$ cat src/rtl/stats_reg_bank_pkg.sv
// Shared constants for the event statistics register bank: register offsets,
// bit positions, response codes and channel FSM encodings.
package stats_reg_bank_pkg;

    localparam logic [7:0] REG_CFG      = 8'h00;
    localparam logic [7:0] REG_SCRATCH  = 8'h04;
    localparam logic [7:0] REG_COUNT_LO = 8'h08;
    localparam logic [7:0] REG_COUNT_HI = 8'h0C;
    localparam logic [7:0] REG_STATUS   = 8'h10;

    localparam int CFG_ENABLE_BIT = 0;
    localparam int CFG_CLEAR_BIT  = 1;
    localparam int STATUS_OVF_BIT = 0;

    localparam logic RESP_OKAY   = 1'b0;
    localparam logic RESP_SLVERR = 1'b1;

    localparam logic [0:0] ST_IDLE = 1'b0;
    localparam logic [0:0] ST_RESP = 1'b1;

    typedef enum logic [2:0] {
        SEL_NONE,
        SEL_CFG,
        SEL_SCRATCH,
        SEL_COUNT_LO,
        SEL_COUNT_HI,
        SEL_STATUS
    } reg_sel_e;

    function automatic logic sel_is_writable(input reg_sel_e sel);
        return (sel == SEL_CFG) || (sel == SEL_SCRATCH) || (sel == SEL_STATUS);
    endfunction

endpackage

$ cat src/rtl/stats_counter64.sv
// 64-bit event counter with synchronous clear, sticky W1C overflow flag and a
// high-word shadow captured whenever software samples the low word.
module stats_counter64
    import stats_reg_bank_pkg::*;
(
    input  logic        clk,
    input  logic        rst,
    input  logic        event_i,
    input  logic        enable_i,
    input  logic        clear_i,
    input  logic        latch_hi_i,
    input  logic        ovf_clr_i,
    output logic [63:0] count_o,
    output logic [31:0] shadow_hi_o,
    output logic        overflow_o
);

    logic [63:0] count_q, count_d;
    logic [31:0] shadow_q, shadow_d;
    logic        ovf_q, ovf_d;
    logic        ovf_set;

    always_comb begin
        count_d  = count_q;
        shadow_d = shadow_q;
        ovf_set  = 1'b0;
        // Clear beats both a coincident increment and a coincident shadow latch.
        if (clear_i) begin
            count_d  = '0;
            shadow_d = '0;
        end else begin
            if (event_i && enable_i) begin
                count_d = count_q + 64'd1;
                ovf_set = &count_q;
            end
            if (latch_hi_i) begin
                shadow_d = count_q[63:32];
            end
        end
        // A new overflow outranks a software clear in the same cycle.
        ovf_d = (ovf_q & ~ovf_clr_i) | ovf_set;
    end

    always_ff @(posedge clk) begin
        if (rst) begin
            count_q  <= '0;
            shadow_q <= '0;
            ovf_q    <= 1'b0;
        end else begin
            count_q  <= count_d;
            shadow_q <= shadow_d;
            ovf_q    <= ovf_d;
        end
    end

    assign count_o     = count_q;
    assign shadow_hi_o = shadow_q;
    assign overflow_o  = ovf_q;

endmodule

$ cat src/rtl/stats_reg_bank.sv
// Register bank behind an AXI4-Lite-style req/ready handshake, exposing the
// 64-bit event counter with configuration, scratch and status registers.
//
// state   | meaning (one FSM per read and write channel)
// IDLE    | waiting for req; access executes on the IDLE->RESP edge
// RESP    | ready and response presented for exactly one cycle
module stats_reg_bank
    import stats_reg_bank_pkg::*;
#(
    parameter int addr_width = 7,
    parameter int data_width = 32
) (
    input  logic                      clk,
    input  logic                      rst,
    input  logic                      write_req,
    input  logic [addr_width-1:0]     write_addr,
    input  logic [data_width-1:0]     write_data,
    input  logic [data_width/8-1:0]   write_strb,
    output logic                      write_ready,
    output logic                      write_response,
    input  logic                      read_req,
    input  logic [addr_width-1:0]     read_addr,
    output logic                      read_ready,
    output logic                      read_response,
    output logic [data_width-1:0]     read_value,
    input  logic                      event_pulse
);

    localparam int AW_EXT = (addr_width > 8) ? addr_width : 8;

    function automatic reg_sel_e decode(input logic [AW_EXT-1:0] a);
        case (a)
            AW_EXT'(REG_CFG):      return SEL_CFG;
            AW_EXT'(REG_SCRATCH):  return SEL_SCRATCH;
            AW_EXT'(REG_COUNT_LO): return SEL_COUNT_LO;
            AW_EXT'(REG_COUNT_HI): return SEL_COUNT_HI;
            AW_EXT'(REG_STATUS):   return SEL_STATUS;
            default:               return SEL_NONE;
        endcase
    endfunction

    logic [0:0]            wr_state_q, wr_state_d;
    logic [0:0]            rd_state_q, rd_state_d;
    logic                  write_response_q, write_response_d;
    logic                  read_response_q, read_response_d;
    logic [data_width-1:0] read_value_q, read_value_d;
    logic                  cfg_enable_q, cfg_enable_d;
    logic [data_width-1:0] scratch_q, scratch_d;

    reg_sel_e              wr_sel, rd_sel;
    logic                  wr_fire, wr_ok, rd_fire;
    logic                  cnt_clear, cnt_latch_hi, ovf_clr;
    logic [data_width-1:0] rd_data;
    logic [63:0]           count;
    logic [31:0]           shadow_hi;
    logic                  overflow;

    // Write channel: commit happens only on the IDLE cycle, so a req still
    // held during RESP is the same transaction and is not replayed.
    always_comb begin
        wr_sel           = decode(AW_EXT'(write_addr));
        wr_fire          = (wr_state_q == ST_IDLE) && write_req;
        wr_ok            = wr_fire && sel_is_writable(wr_sel);
        wr_state_d       = (wr_state_q == ST_IDLE && write_req) ? ST_RESP : ST_IDLE;
        write_response_d = write_response_q;
        if (wr_fire) begin
            write_response_d = sel_is_writable(wr_sel) ? RESP_OKAY : RESP_SLVERR;
        end
        scratch_d    = scratch_q;
        cfg_enable_d = cfg_enable_q;
        cnt_clear    = 1'b0;
        ovf_clr      = 1'b0;
        if (wr_ok) begin
            for (int b = 0; b < data_width/8; b++) begin
                if (write_strb[b] && wr_sel == SEL_SCRATCH) begin
                    scratch_d[8*b +: 8] = write_data[8*b +: 8];
                end
            end
            if (write_strb[0] && wr_sel == SEL_CFG) begin
                cfg_enable_d = write_data[CFG_ENABLE_BIT];
                cnt_clear    = write_data[CFG_CLEAR_BIT];
            end
            if (write_strb[0] && wr_sel == SEL_STATUS) begin
                ovf_clr = write_data[STATUS_OVF_BIT];
            end
        end
    end

    always_comb begin
        rd_sel          = decode(AW_EXT'(read_addr));
        rd_fire         = (rd_state_q == ST_IDLE) && read_req;
        rd_state_d      = (rd_state_q == ST_IDLE && read_req) ? ST_RESP : ST_IDLE;
        cnt_latch_hi    = rd_fire && (rd_sel == SEL_COUNT_LO);
        rd_data         = '0;
        case (rd_sel)
            SEL_CFG:      rd_data = data_width'(cfg_enable_q);
            SEL_SCRATCH:  rd_data = scratch_q;
            SEL_COUNT_LO: rd_data = data_width'(count[31:0]);
            SEL_COUNT_HI: rd_data = data_width'(shadow_hi);
            SEL_STATUS:   rd_data = data_width'(overflow);
            default:      rd_data = '0;
        endcase
        read_value_d    = rd_fire ? rd_data : read_value_q;
        read_response_d = read_response_q;
        if (rd_fire) begin
            read_response_d = (rd_sel == SEL_NONE) ? RESP_SLVERR : RESP_OKAY;
        end
    end

    always_ff @(posedge clk) begin
        if (rst) begin
            wr_state_q       <= ST_IDLE;
            rd_state_q       <= ST_IDLE;
            write_response_q <= RESP_OKAY;
            read_response_q  <= RESP_OKAY;
            read_value_q     <= '0;
            cfg_enable_q     <= 1'b0;
            scratch_q        <= '0;
        end else begin
            wr_state_q       <= wr_state_d;
            rd_state_q       <= rd_state_d;
            write_response_q <= write_response_d;
            read_response_q  <= read_response_d;
            read_value_q     <= read_value_d;
            cfg_enable_q     <= cfg_enable_d;
            scratch_q        <= scratch_d;
        end
    end

    stats_counter64 u_counter (
        .clk         (clk),
        .rst         (rst),
        .event_i     (event_pulse),
        .enable_i    (cfg_enable_q),
        .clear_i     (cnt_clear),
        .latch_hi_i  (cnt_latch_hi),
        .ovf_clr_i   (ovf_clr),
        .count_o     (count),
        .shadow_hi_o (shadow_hi),
        .overflow_o  (overflow)
    );

    assign write_ready    = (wr_state_q == ST_RESP);
    assign read_ready     = (rd_state_q == ST_RESP);
    assign write_response = write_response_q;
    assign read_response  = read_response_q;
    assign read_value     = read_value_q;

endmodule

$ cat config.mk
export PLATFORM = sky130hd
export DESIGN_NAME = stats_reg_bank
export DESIGN_NICKNAME = d
export VERILOG_FILES = /design/src/rtl/stats_reg_bank_pkg.sv /design/src/rtl/stats_counter64.sv /design/src/rtl/stats_reg_bank.sv
export SDC_FILE = /design/constraint.sdc
export NUM_CORES = 1
export LEC_CHECK = 0
export ABC_AREA = 1
export BUFFER_PORTS_ARGS = -buffer_cell sky130_fd_sc_hd__buf_2
export CAP_MARGIN = 40
export CELL_PAD_IN_SITES_DETAIL_PLACEMENT = 2
export CELL_PAD_IN_SITES_GLOBAL_PLACEMENT = 2
export CORE_MARGIN = 1.5
export CORE_UTILIZATION = 25
export CTS_BUF_LIST = sky130_fd_sc_hd__clkbuf_8
export DETAILED_ROUTE_END_ITERATION = 6
export PLACE_DENSITY_LB_ADDON = 0.1
export SETUP_SLACK_MARGIN = 0.5
export SLEW_MARGIN = 30
export SYNTH_ARGS = -nofsm -noshare
export SYNTH_HDL_FRONTEND = slang
export SYNTH_SLANG_ARGS = --single-unit
$ cat constraint.sdc
create_clock -name clk -period 3.7 [get_ports clk]
set_input_delay 0.37 -clock clk [delete_from_list [all_inputs] [get_ports clk]]
set_output_delay 0.37 -clock clk [all_outputs]
set_load 0.01 [all_outputs]
# Yosys cells after proc, flatten, opt, wreduce, memory -nomap -nowiden
# Cells that the tools add are included.
# totals
register_bits	166
input_bits	55
output_inout_bits	36
elab_cells	71
# classes
addsub	1
n_eq_ne	16
muxes	13
n_bitwise	5
reduce_logical	23
# op_table
cell	n
case mux 32 bit (5 select lines)	1
adder 64 x 1 -> 64 bit (second input constant)	1
AND reduction 64 bit	1
case mux 3 bit (5 select lines)	2
== test 7 x 4 -> 1 bit (second input constant)	4
== test 7 x 3 -> 1 bit (second input constant)	2
== test 7 x 5 -> 1 bit (second input constant)	2
logical NOT 7 bit	2
logical AND 1 bit	11
2-to-1 mux 1 bit	10
AND reduction 2 bit	5
== test 3 x 2 -> 1 bit (second input constant)	3
== test 3 bit (second input constant)	3
== test 3 x 1 -> 1 bit (second input constant)	2
logical NOT 3 bit	1
inverter 1 bit	3
logical OR 1 bit	2
OR reduction 2 bit	1
AND 1 bit	1
OR 1 bit	1

# Depth between registers and ports, before layout
# Gate-level depths: netlist of run 1.
# logic_depth
ltp_word	10
mapped_depth	12
ltp_nobuf	12

# Hierarchy
# From an unflattened synthesis of run 1, not the netlist that was laid out.
# unflattened
hier_cells	1261
hier_area_um2	8354.3
# modules_own_cells
module	instances	cells_per_inst	area_each_um2	seq_area_each_um2
stats_counter64	1	757	4998.5	1941.9
stats_reg_bank	1	504	3355.7	1381.3

# Worst setup path after synthesis of run 1
# No wires, ideal clock.
# synth_timing
kind	flip-flop to flip-flop
start	register u_counter.count_q[0], in the netlist u_counter.count_o[0]
end	register u_counter.count_q[30], in the netlist u_counter.count_o[30]
setup_time_ns	0.117
arrival_ns	1.431
required_ns	3.583
path_slack_ns	2.151
path_stages_with_launch	12
n_path_buf	0
synth_period_minus_slack_ns	1.549
cell_sequence	dfxtp_1 > ha_1 > inv_1 > nor2_2 > nand2_2 > nor2_4 > nand2_2 > inv_2 > nand2_2 > nor2_2 > xnor2_1 > nor2_1
# synth_between
elab_chain_len	1
# synth_lines
item	line	rtl
from (decl)	stats_counter64.sv:18	logic [63:0] count_q, count_d;
from (signal assigned)	stats_counter64.sv:50	count_q <= count_d;
adder 64 x 1 -> 64 bit	stats_counter64.sv:33	count_d = count_q + 64'd1;
# No other way between the ends.
# A chain may end at the register's enable or synchronous reset.

# Worst setup path after layout of run 1
# layout_timing
start	register u_counter.count_q[35], in the netlist u_counter.count_o[35]
end	register u_counter.ovf_q, in the netlist u_counter.overflow_o
# layout_between
elab_chain_len	4
# layout_lines
item	line	rtl
AND reduction 64 bit	stats_counter64.sv:34	ovf_set = &count_q;
2-to-1 mux 1 bit	stats_counter64.sv:32	if (event_i && enable_i) begin
2-to-1 mux 1 bit	stats_counter64.sv:28	if (clear_i) begin
OR 1 bit	stats_counter64.sv:41	ovf_d = (ovf_q & ~ovf_clr_i) | ovf_set;
to (signal assigned)	stats_counter64.sv:52	ovf_q <= ovf_d;
to (decl)	stats_counter64.sv:20	logic ovf_q, ovf_d;
# No other way between the ends.

==> results of run 1 <==
-- flip-flops by register name, indices dropped and copies added (netlist names) --
signal and flops:
write_response 1, u_counter.overflow_o 1, scratch_q 32, cfg_enable_q 1, u_counter.shadow_hi_o 32, read_response 1, read_value 32, u_counter.count_o 64
read_ready 1, write_ready 1
-- critical path: stages, from the launching register on --
cell and delay, ns:
dfxtp_1 0.55, nand2_1 0.19, nor2_1 0.25, nand2_1 0.13, nor2_1 0.13, nand4_1 0.15
nor2_1 0.33, nand3_1 0.18, a21oi_1 0.15
-- routing by layer --
metal,vias up,GRT usage,part of all wire
met5,-,0,0
met4,0,0.0446,0.011
met3,20,0.0332,0.026
met2,91,0.341,0.49
met1,4079,0.250,0.48
li1,4131,-,-
-- cell usage in the layout, fill, tap and decap left out, types with 5 or more instances in the layout --
cell and n:
nand2_2 9, nand2_1 381, inv_1 100, nor3_2 6, xor2_1 19, a21oi_1 125
nor2_4 7, clkbuf_8 18, o211ai_1 31, nor2_1 154, buf_4 12, o21ai_0 46
buf_2 90, nand3_1 64, xnor2_1 10, nor2_2 17, nor3_1 10, dfxtp_1 166
or2_0 5, nand4_1 23
-- cell families after synthesis --
kind of cell    Yosys count
compound gates          204
xor+xnor                 29
fa+ha+maj                 1
buf+inv                 154
flops                   166
simple gates            690
-- power by group through the flow --
stage	clock network, mW	logic (mW)	registers (mW)
floorplan	0	0.0653	1.83
detailed placement	0	0.135	1.83
CTS	1.31	0.136	1.79
global route	1.39	0.148	1.79
finish	1.26	0.131	1.79
global placement	0	0.134	1.83
-- final cells by class --
cell class | count | area (sq um)
clock inverters | 14 | 106
inverters | 104 | 390
flip-flops and latches | 166 | 3320
well taps | 442 | 553
repair buffers | 103 | 561
fillers | 3993 | 23100
multi-input cells | 924 | 4370
clock buffers | 18 | 248
-- how the worst max path moves through the flow --
stage                     startpoint               endpoint  cells after the start
2_1_floorplan   u_counter.count_o[0]  u_counter.count_o[30]                     11
3_3_place_gp            read_addr[1]         read_value[31]                      9
3_5_place_dp           write_addr[1]  u_counter.count_o[12]                      9
4_1_cts         u_counter.count_o[0]   u_counter.overflow_o                      9
5_1_grt         u_counter.count_o[0]   u_counter.overflow_o                      9
6_report       u_counter.count_o[35]   u_counter.overflow_o                      8
==> metrics, run 1 <==
top post-synthesis cells by area dfxtp_1 40%, nand2_1 17%, a21oi_1 7.5%, nor2_1 7.0%, inv_1 4.4%; Sw Share 0.272; post-synthesis xor/xnor area fraction 0.0306; antenna violations before repair 0; proportion of synthesized area in mux cells 0; setup TNS 0 ns; top cells by instance count after synthesis 383 x nand2_1, 166 x dfxtp_1, 155 x nor2_1; endpoints failing hold 0; Starting DRT DRC Count 287; non-filler cells, final 1771; Leak Pwr 3.17 nW; Synth Area in Compound Gates 0.133; Synth Area in Simple Gates 0.360; Combinational Power Share 0.041; total iterations of the first detailed-routing run 4; CP required 4.13 ns; WL final 32.2 mm; flop2flop setup slack 1.59 ns; routed len/inst 18.2 microns; Syn Nets 1300; # setup viols final 0; post-synthesis sequential area ratio 0.401; die width 185 microns; total power 3.18 mW; worst slew pin tran 0.756 ns; first-pass GRT wire length 50.2 mm; crit path capture type flop; Ys Warns 0; worst r2r path cells 8; final core occ 0.293; status complete, no violations; minimum clock period 2.11 ns; Core ar. 32600 sq um; n_diodes 0; crit start category flop; max-slew violation count 0; synthesized area per cell 6.66 sq um; RSZ-0062 raised after global routing no; die area 34300 sq um; maxcap violations 0; hold path depth 3; Hold Buf Count CTS 0; Worst R2R End u_counter.overflow_o; Synth Area in Adders 0.00151; placed cells 1739; pin count of the biggest net entering global routing 67; CTS H-Tree Depth 4; ys flop type dfxtp_1; CP Data Arrival Time 2.54 ns; post_cts resized 0; fmax 0.474 GHz; CTS tree built; drt via density 4.70; pre-CTS WS 1.28 ns; Synth-to-Final Area Change 15.2%; P per Cell Area 333 nW/um^2; ANT nets after route 0; Worst-path clk slew 0.10 ns; I/O Buffers 90; initial core utilization 0.254; #FFs+latches synth 166; largest family of logic cells by synthesized area simple AND/OR/NAND/NOR gates; Internal 2.31 mW; global placer's final weighted congestion 0.791; vias in the first global route 8697; final non-filler cell area 9550 sq um; DIE HEIGHT 185 microns; count leader, synth nand2_1; clock latency at the later pin of the worst-skew pair 0.50 ns; part of the cycle the worst path needs 0.570; share of cells above drive strength 1 0.139; Post-synth EDFFs 0; Hold Slack 0.121 ns; IO Count 91; GRT Overall Usage 0.195; Seq pwr share 0.563; Synth cell types 35; Worst Hold End write_ready; post-CTS setup buffer count 0; min-delay src write_req; Critical Path Fanout Max 5; ys async rst share 0; setup ws final 1.59 ns; cells after synthesis 1244; CTS Buf Count 17; Post-DP HPWL 24.8 mm; P_sw 0.865 mW; # rows 66; clock root buffer clkbuf_8; worst clock skew 0.0181 ns; worst setup path category reg2reg; nets@finish 1372; via count 8321; clock tree sinks 166; RR Startpoint u_counter.count_o[35]; placed cell areas 9200 sq um; global route total overflow 0; Yosys top cell area share 0.401; Max-Slew Margin vs Limit 0.496; Residual DRC 0; Clk pwr share 0.396; Synth area leader dfxtp_1; CTS Buffer Depth 2; Post-Syn Area 8290 sq um; worst hold path type in2reg; maximum vdd drop 0.193 mV
Note: power is estimated with default switching activity, not from simulation.
==> inputs of run 2 (changes only) <==
clock period = 2 ns   (was 3.7 ns; I/O delays follow)
==> metrics, run 2 (synthesized netlist as in run 1, its figures left out) <==
placed cell areas 9860 sq um (+7.2%); maximum vdd drop 0.334 mV (+74%); n_diodes 0 (unchanged); worst slew pin tran 0.441 ns (-0.315 ns); slowest stage cell on the critical path dfxtp_4; CTS tree built; # setup viols final 0 (unchanged); Largest register FFs 64 (unchanged); status complete, no violations; worst hold path type in2reg; nets@finish 1542 (+12%); CP required 2.38 ns (-1.75 ns); area of the multi-input gates 5090 sq um (+17%); Critical Path Fanout Max 4 (-1); worst path cell trace nand2_4, nor2_4, nand3_4, nor2_2, nand4_1, nor2_2, nand3_1, nand2_1, nor2_1; Residual DRC 0 (unchanged); global route total overflow 0 (unchanged); IO Count 91 (unchanged); RSZ-0062 raised after global routing yes; max-slew violation count 0 (unchanged); worst r2r path cells 9 (+1); Synth-to-Final Area Change 44.6%; Post-DP HPWL 26.8 mm (+8.2%); Max-Slew Margin vs Limit 0.706 (+0.210); antenna violations before repair 1 (+1); routed len/inst 18.9 microns (+3.9%); Hold Slack 0.0235 ns (-0.0978 ns); CTS Buffer Depth 2 (unchanged); drt via density 4.69 (-0.25%); part of the cycle the worst path needs 0.838 (+0.268); placed cells 1819 (+4.6%); worst setup path category reg2reg; initial core utilization 0.254 (unchanged); DIE HEIGHT 185 microns (unchanged); maxcap violations 0 (unchanged); final non-filler cell area 12000 sq um (+26%); final core occ 0.368 (+0.0748); fmax 0.597 GHz (+26%); CTS H-Tree Depth 4 (unchanged); Buf+Inv Stages, Crit Path 0 (unchanged); most frequent CP cell nor2_2; flop2flop setup slack 0.32 ns (-1.27 ns); worst clock skew 0.0231 ns (+0.00505 ns); most frequent cells in the layout 326 x nand2_1, 128 x buf_4, 120 x a21oi_1; clock tree sinks 166 (unchanged); total iterations of the first detailed-routing run 4 (unchanged); pre-CTS WS 0.0751 ns (-1.21 ns); vias in the first global route 9662 (+11%); Worst Hold End scratch_q[28]; non-filler cells, final 1940 (+9.5%); setup TNS 0 ns (unchanged); # rows 66 (unchanged); WL final 36.6 mm (+14%); hold path depth 3 (unchanged); RR Startpoint u_counter.count_o[3]; register area 3430 sq um (+3.1%); minimum clock period 1.68 ns (-0.433 ns); Leak Pwr 4.50 nW (+42%); min-delay src write_data[28]; share of cells above drive strength 1 0.347 (+0.208); CTS Buf Count 17 (unchanged); global placer's final weighted congestion 0.821 (+3.9%); CP delay by family, top simple AND/OR/NAND/NOR gates; Starting DRT DRC Count 205 (-29%); # fillers 3869 (-3.1%); Core ar. 32600 sq um (unchanged); clock latency at the later pin of the worst-skew pair 0.49 ns (about the same); most common cell after layout, fill and taps aside nand2_1; endpoints failing hold 0 (unchanged); crit start category flop; pin count of the biggest net entering global routing 38 (-43%); clock root buffer clkbuf_8; first-pass GRT wire length 54.2 mm (+8.1%); CP Data Arrival Time 2.05 ns (-0.49 ns); die width 185 microns (unchanged); GRT Overall Usage 0.212 (+0.0164); Worst-path clk slew 0.11 ns (about the same); total power 6.26 mW (+97%); Worst R2R End u_counter.count_o[51]; P per Cell Area 522 nW/um^2 (+57%); via count 9092 (+9.3%); I/O Buffers 90 (unchanged); die area 34300 sq um (unchanged); slowest stage delay, CP 0.38 ns (-0.17 ns); ANT nets after route 0 (unchanged); crit path capture type flop; setup ws final 0.324 ns (-1.27 ns)
## run 2: timing repair
action | CTS | global route
hold endpoints to repair | 23 | 0
cloned | 0 | 2
hold buffers | 23 | 0
resized for setup | 191 | 107
buffers inserted | 39 | 26
setup endpoints to repair | 99 | 73
pin swaps | 58 | 75
## run 2: power breakdown
group / switching, mW / internal (mW) / leakage (nW) / total (mW)
clock network: 1.43 / 1.21 / 0.206 / 2.64
registers: 0.00407 / 3.29 / 1.37 / 3.29
logic: 0.191 / 0.137 / 2.93 / 0.328
total: 1.63 / 4.63 / 4.50 / 6.26
## run 2: area by class of cell
| class | count | share of cell area |
|---|---|---|
| Clock buffer | 20 | 0.0230 |
| Clock inverter | 11 | 0.0104 |
| Inverter | 104 | 0.0334 |
| Multi-Input combinational cell | 924 | 0.425 |
| Sequential cell | 166 | 0.286 |
| Tap cell | 442 | 0.0461 |
| Timing Repair Buffer | 273 | 0.176 |
## run 2: worst max path at each step
stage          slack (ns)             startpoint                     to  cells after the start
2_1_floorplan        0.51   u_counter.count_o[0]  u_counter.count_o[30]                     11
3_3_place_gp         0.12  u_counter.count_o[32]   u_counter.overflow_o                      9
3_5_place_dp         0.08  u_counter.count_o[28]  u_counter.count_o[63]                     10
4_1_cts              0.34   u_counter.count_o[3]  u_counter.count_o[45]                     10
5_1_grt              0.24           cfg_enable_q  u_counter.count_o[51]                      8
6_report             0.32   u_counter.count_o[3]  u_counter.count_o[51]                      9
## run 2: layer usage
layer / vias up / track usage / wire length (microns)
met1: 4435 / 0.252 / 16100
met4: 0 / 0.0735 / 1020
met3: 48 / 0.0344 / 936
met5: - / 0 / 0
li1: 4488 / - / -
met2: 121 / 0.383 / 18600
## run 2: worst reg2reg max path: stages, from the launching register on
cell and delay (ns):
dfxtp_4 0.38, nand2_4 0.08, nor2_4 0.14, nand3_4 0.14
nor2_2 0.12, nand4_1 0.25, nor2_2 0.26, nand3_1 0.09
nand2_1 0.06, nor2_1 0.03
==> inputs of run 3 (changes only) <==
clock period = 1.4 ns   (was 2 ns; I/O delays follow)
==> metrics, run 3 (synthesized netlist as in run 1, its figures left out) <==
Internal 6.69 mW (+44%); setup ws final -0.527 ns (-0.851 ns); DIE HEIGHT 185 microns (unchanged); worst hold path type in2reg; worst setup path category reg2reg; clock root buffer clkbuf_8; global placer's final weighted congestion 0.847 (+3.2%); placed cell areas 11700 sq um (+19%); status finished, violations left; global route total overflow 0 (unchanged); most frequent cells in the layout 230 x buf_4, 228 x nand2_1, 103 x dfxtp_1; most frequent CP cell nand2_4; P_sw 2.68 mW (+65%); placed cells 1963 (+7.9%); Max-Slew Margin vs Limit 0.566 (-0.140); RSZ-0062 raised after global routing yes; minimum clock period 1.93 ns (+0.251 ns); max-slew violation count 0 (unchanged); vias in the first global route 10727 (+11%); non-filler cells, final 2124 (+9.5%); Synth-to-Final Area Change 88.3%; Leak Pwr 6.39 nW (+42%); initial core utilization 0.254 (unchanged); crit path capture type flop; failing checks negative setup slack; CTS H-Tree Depth 4 (unchanged); Post-DP HPWL 29.3 mm (+9.4%); worst path cell trace buf_6, nand2_4, nor2_4, nand3_4, nor3_4, buf_4, nand2_4, or2_0, a21oi_1; Combinational Power Share 0.102 (+0.050); pre-CTS WS -0.332 ns (-0.407 ns); slowest stage cell on the critical path dfxtp_4; Residual DRC 0 (unchanged); final non-filler cell area 15600 sq um (+30%); die width 185 microns (unchanged); # rows 66 (unchanged); # fillers 3511 (-9.3%); CP required 1.79 ns (-0.59 ns); Core ar. 32600 sq um (unchanged); Starting DRT DRC Count 545 (+170%); endpoints failing hold 0 (unchanged); maximum vdd drop 0.545 mV (+63%); setup TNS -19.47 ns (-19.47 ns); CTS tree built; maxcap violations 0 (unchanged); Critical Path Fanout Max 3 (-1); CTS Buffer Depth 2 (unchanged); Clk pwr share 0.399 (-0.023); nets@finish 1727 (+12%); n_diodes 0 (unchanged); most common cell after layout, fill and taps aside buf_4; WL final 54.8 mm (+50%); Sw Share 0.286 (+0.0265); pin count of the biggest net entering global routing 38 (unchanged); GRT Overall Usage 0.243 (+0.0308); crit start category flop; antenna violations before repair 0 (-1); clock latency at the later pin of the worst-skew pair 0.51 ns (+0.02 ns); IO Count 91 (unchanged); CP Data Arrival Time 2.32 ns (+0.27 ns); register area 3470 sq um (+1.4%); # setup viols final 60 (+60); die area 34300 sq um (unchanged); drt via density 5.09 (+8.5%); clock tree sinks 166 (unchanged); via count 10805 (+19%); P per Cell Area 600 nW/um^2 (+15%); Worst-path clk slew 0.10 ns (about the same); slowest stage delay, CP 0.38 ns (about the same); total iterations of the first detailed-routing run 4 (unchanged); Largest register FFs 64 (unchanged); I/O Buffers 90 (unchanged); Seq pwr share 0.500 (-0.025); area of the multi-input gates 6750 sq um (+32%); worst clock skew 0.0215 ns (-0.00165 ns); CTS Buf Count 17 (unchanged); share of cells above drive strength 1 0.584 (+0.237); fmax 0.519 GHz (-13%); routed len/inst 25.8 microns (+37%); ANT nets after route 0 (unchanged); first-pass GRT wire length 62.0 mm (+14%); worst slew pin tran 0.650 ns (+0.209 ns); part of the cycle the worst path needs 1.38 (+0.538)
run 3: cell types whose count changed in the layout (fill, tap and decap cells not counted), sizes merged:
cell         previous run  this run
buf                   248       414
clkbuf                 22        25
clkinv                  4         8
clkinvlp                2         1
dlygate4sd3            23        33
inv                   107       105
nand3                  66        70
run 3: cell type report:
type                    instances  share of cell area
multi-input cells             928               0.432
repair buffers                454               0.258
flip-flops and latches        166               0.223
well taps                     442              0.0354
inverters                     104              0.0280
clock buffers                  18              0.0159
clock inverters                12             0.00841
run 3: metal layers:
metal | track usage | wire length, microns | up-vias
met5 | 0 | 0 | -
met4 | 0.0722 | 2610 | 0
met3 | 0.0256 | 1920 | 134
met2 | 0.427 | 27800 | 295
met1 | 0.311 | 22400 | 5502
li1 | - | - | 4874
run 3: metrics by stage:
step / utilization / power [mW] / hold WS, ns
6_report: 0.479 / 9.37 / 0.0764
5_1_grt: 0.479 / 9.61 / 0.0644
2_1_floorplan: - / 5.08 / 0.283
3_5_place_dp: 0.358 / 5.32 / 0.418
4_1_cts: 0.420 / 9.08 / 0.0439
3_3_place_gp: 0.358 / 5.32 / 0.419
run 3: worst max-delay path, delay by kind of cell (launching register included):
kind,cells,cell delay (ns)
AOI/OAI and AO/OA,1,0.27
and+or+nand+nor,6,0.90
buffers and inverters,2,0.27
DFF,1,0.38
run 3: final timing paths:
check / startpoint / end / slack, ns / cells past startpoint
worst max-delay path: u_counter.count_o[1] / u_counter.count_o[19] / -0.53 / 9
worst min-delay path: write_strb[3] / scratch_q[31] / 0.08 / 3
worst max register to register: u_counter.count_o[1] / u_counter.count_o[19] / -0.53 / 9
worst min register to register: scratch_q[3] / scratch_q[3] / 0.47 / 2
run 3: repair_timing:
item | in CTS | in global routing
setup buffers | 36 | 46
resized for setup | 265 | 328
hold endpoints to repair | 34 | 0
pin swaps | 120 | 165
gates cloned | 1 | 15
endpoints found under the setup margin | 201 | 201
hold buffers | 33 | 0
run 3: power by group through the flow:
stage	sequential (mW)	combinational, mW	clock (mW)
after floorplan	4.83	0.248	0
after global placement	4.83	0.493	0
after detailed placement	4.83	0.496	0
after CTS	4.70	0.642	3.74
after global routing	4.68	0.978	3.95
final	4.68	0.953	3.74
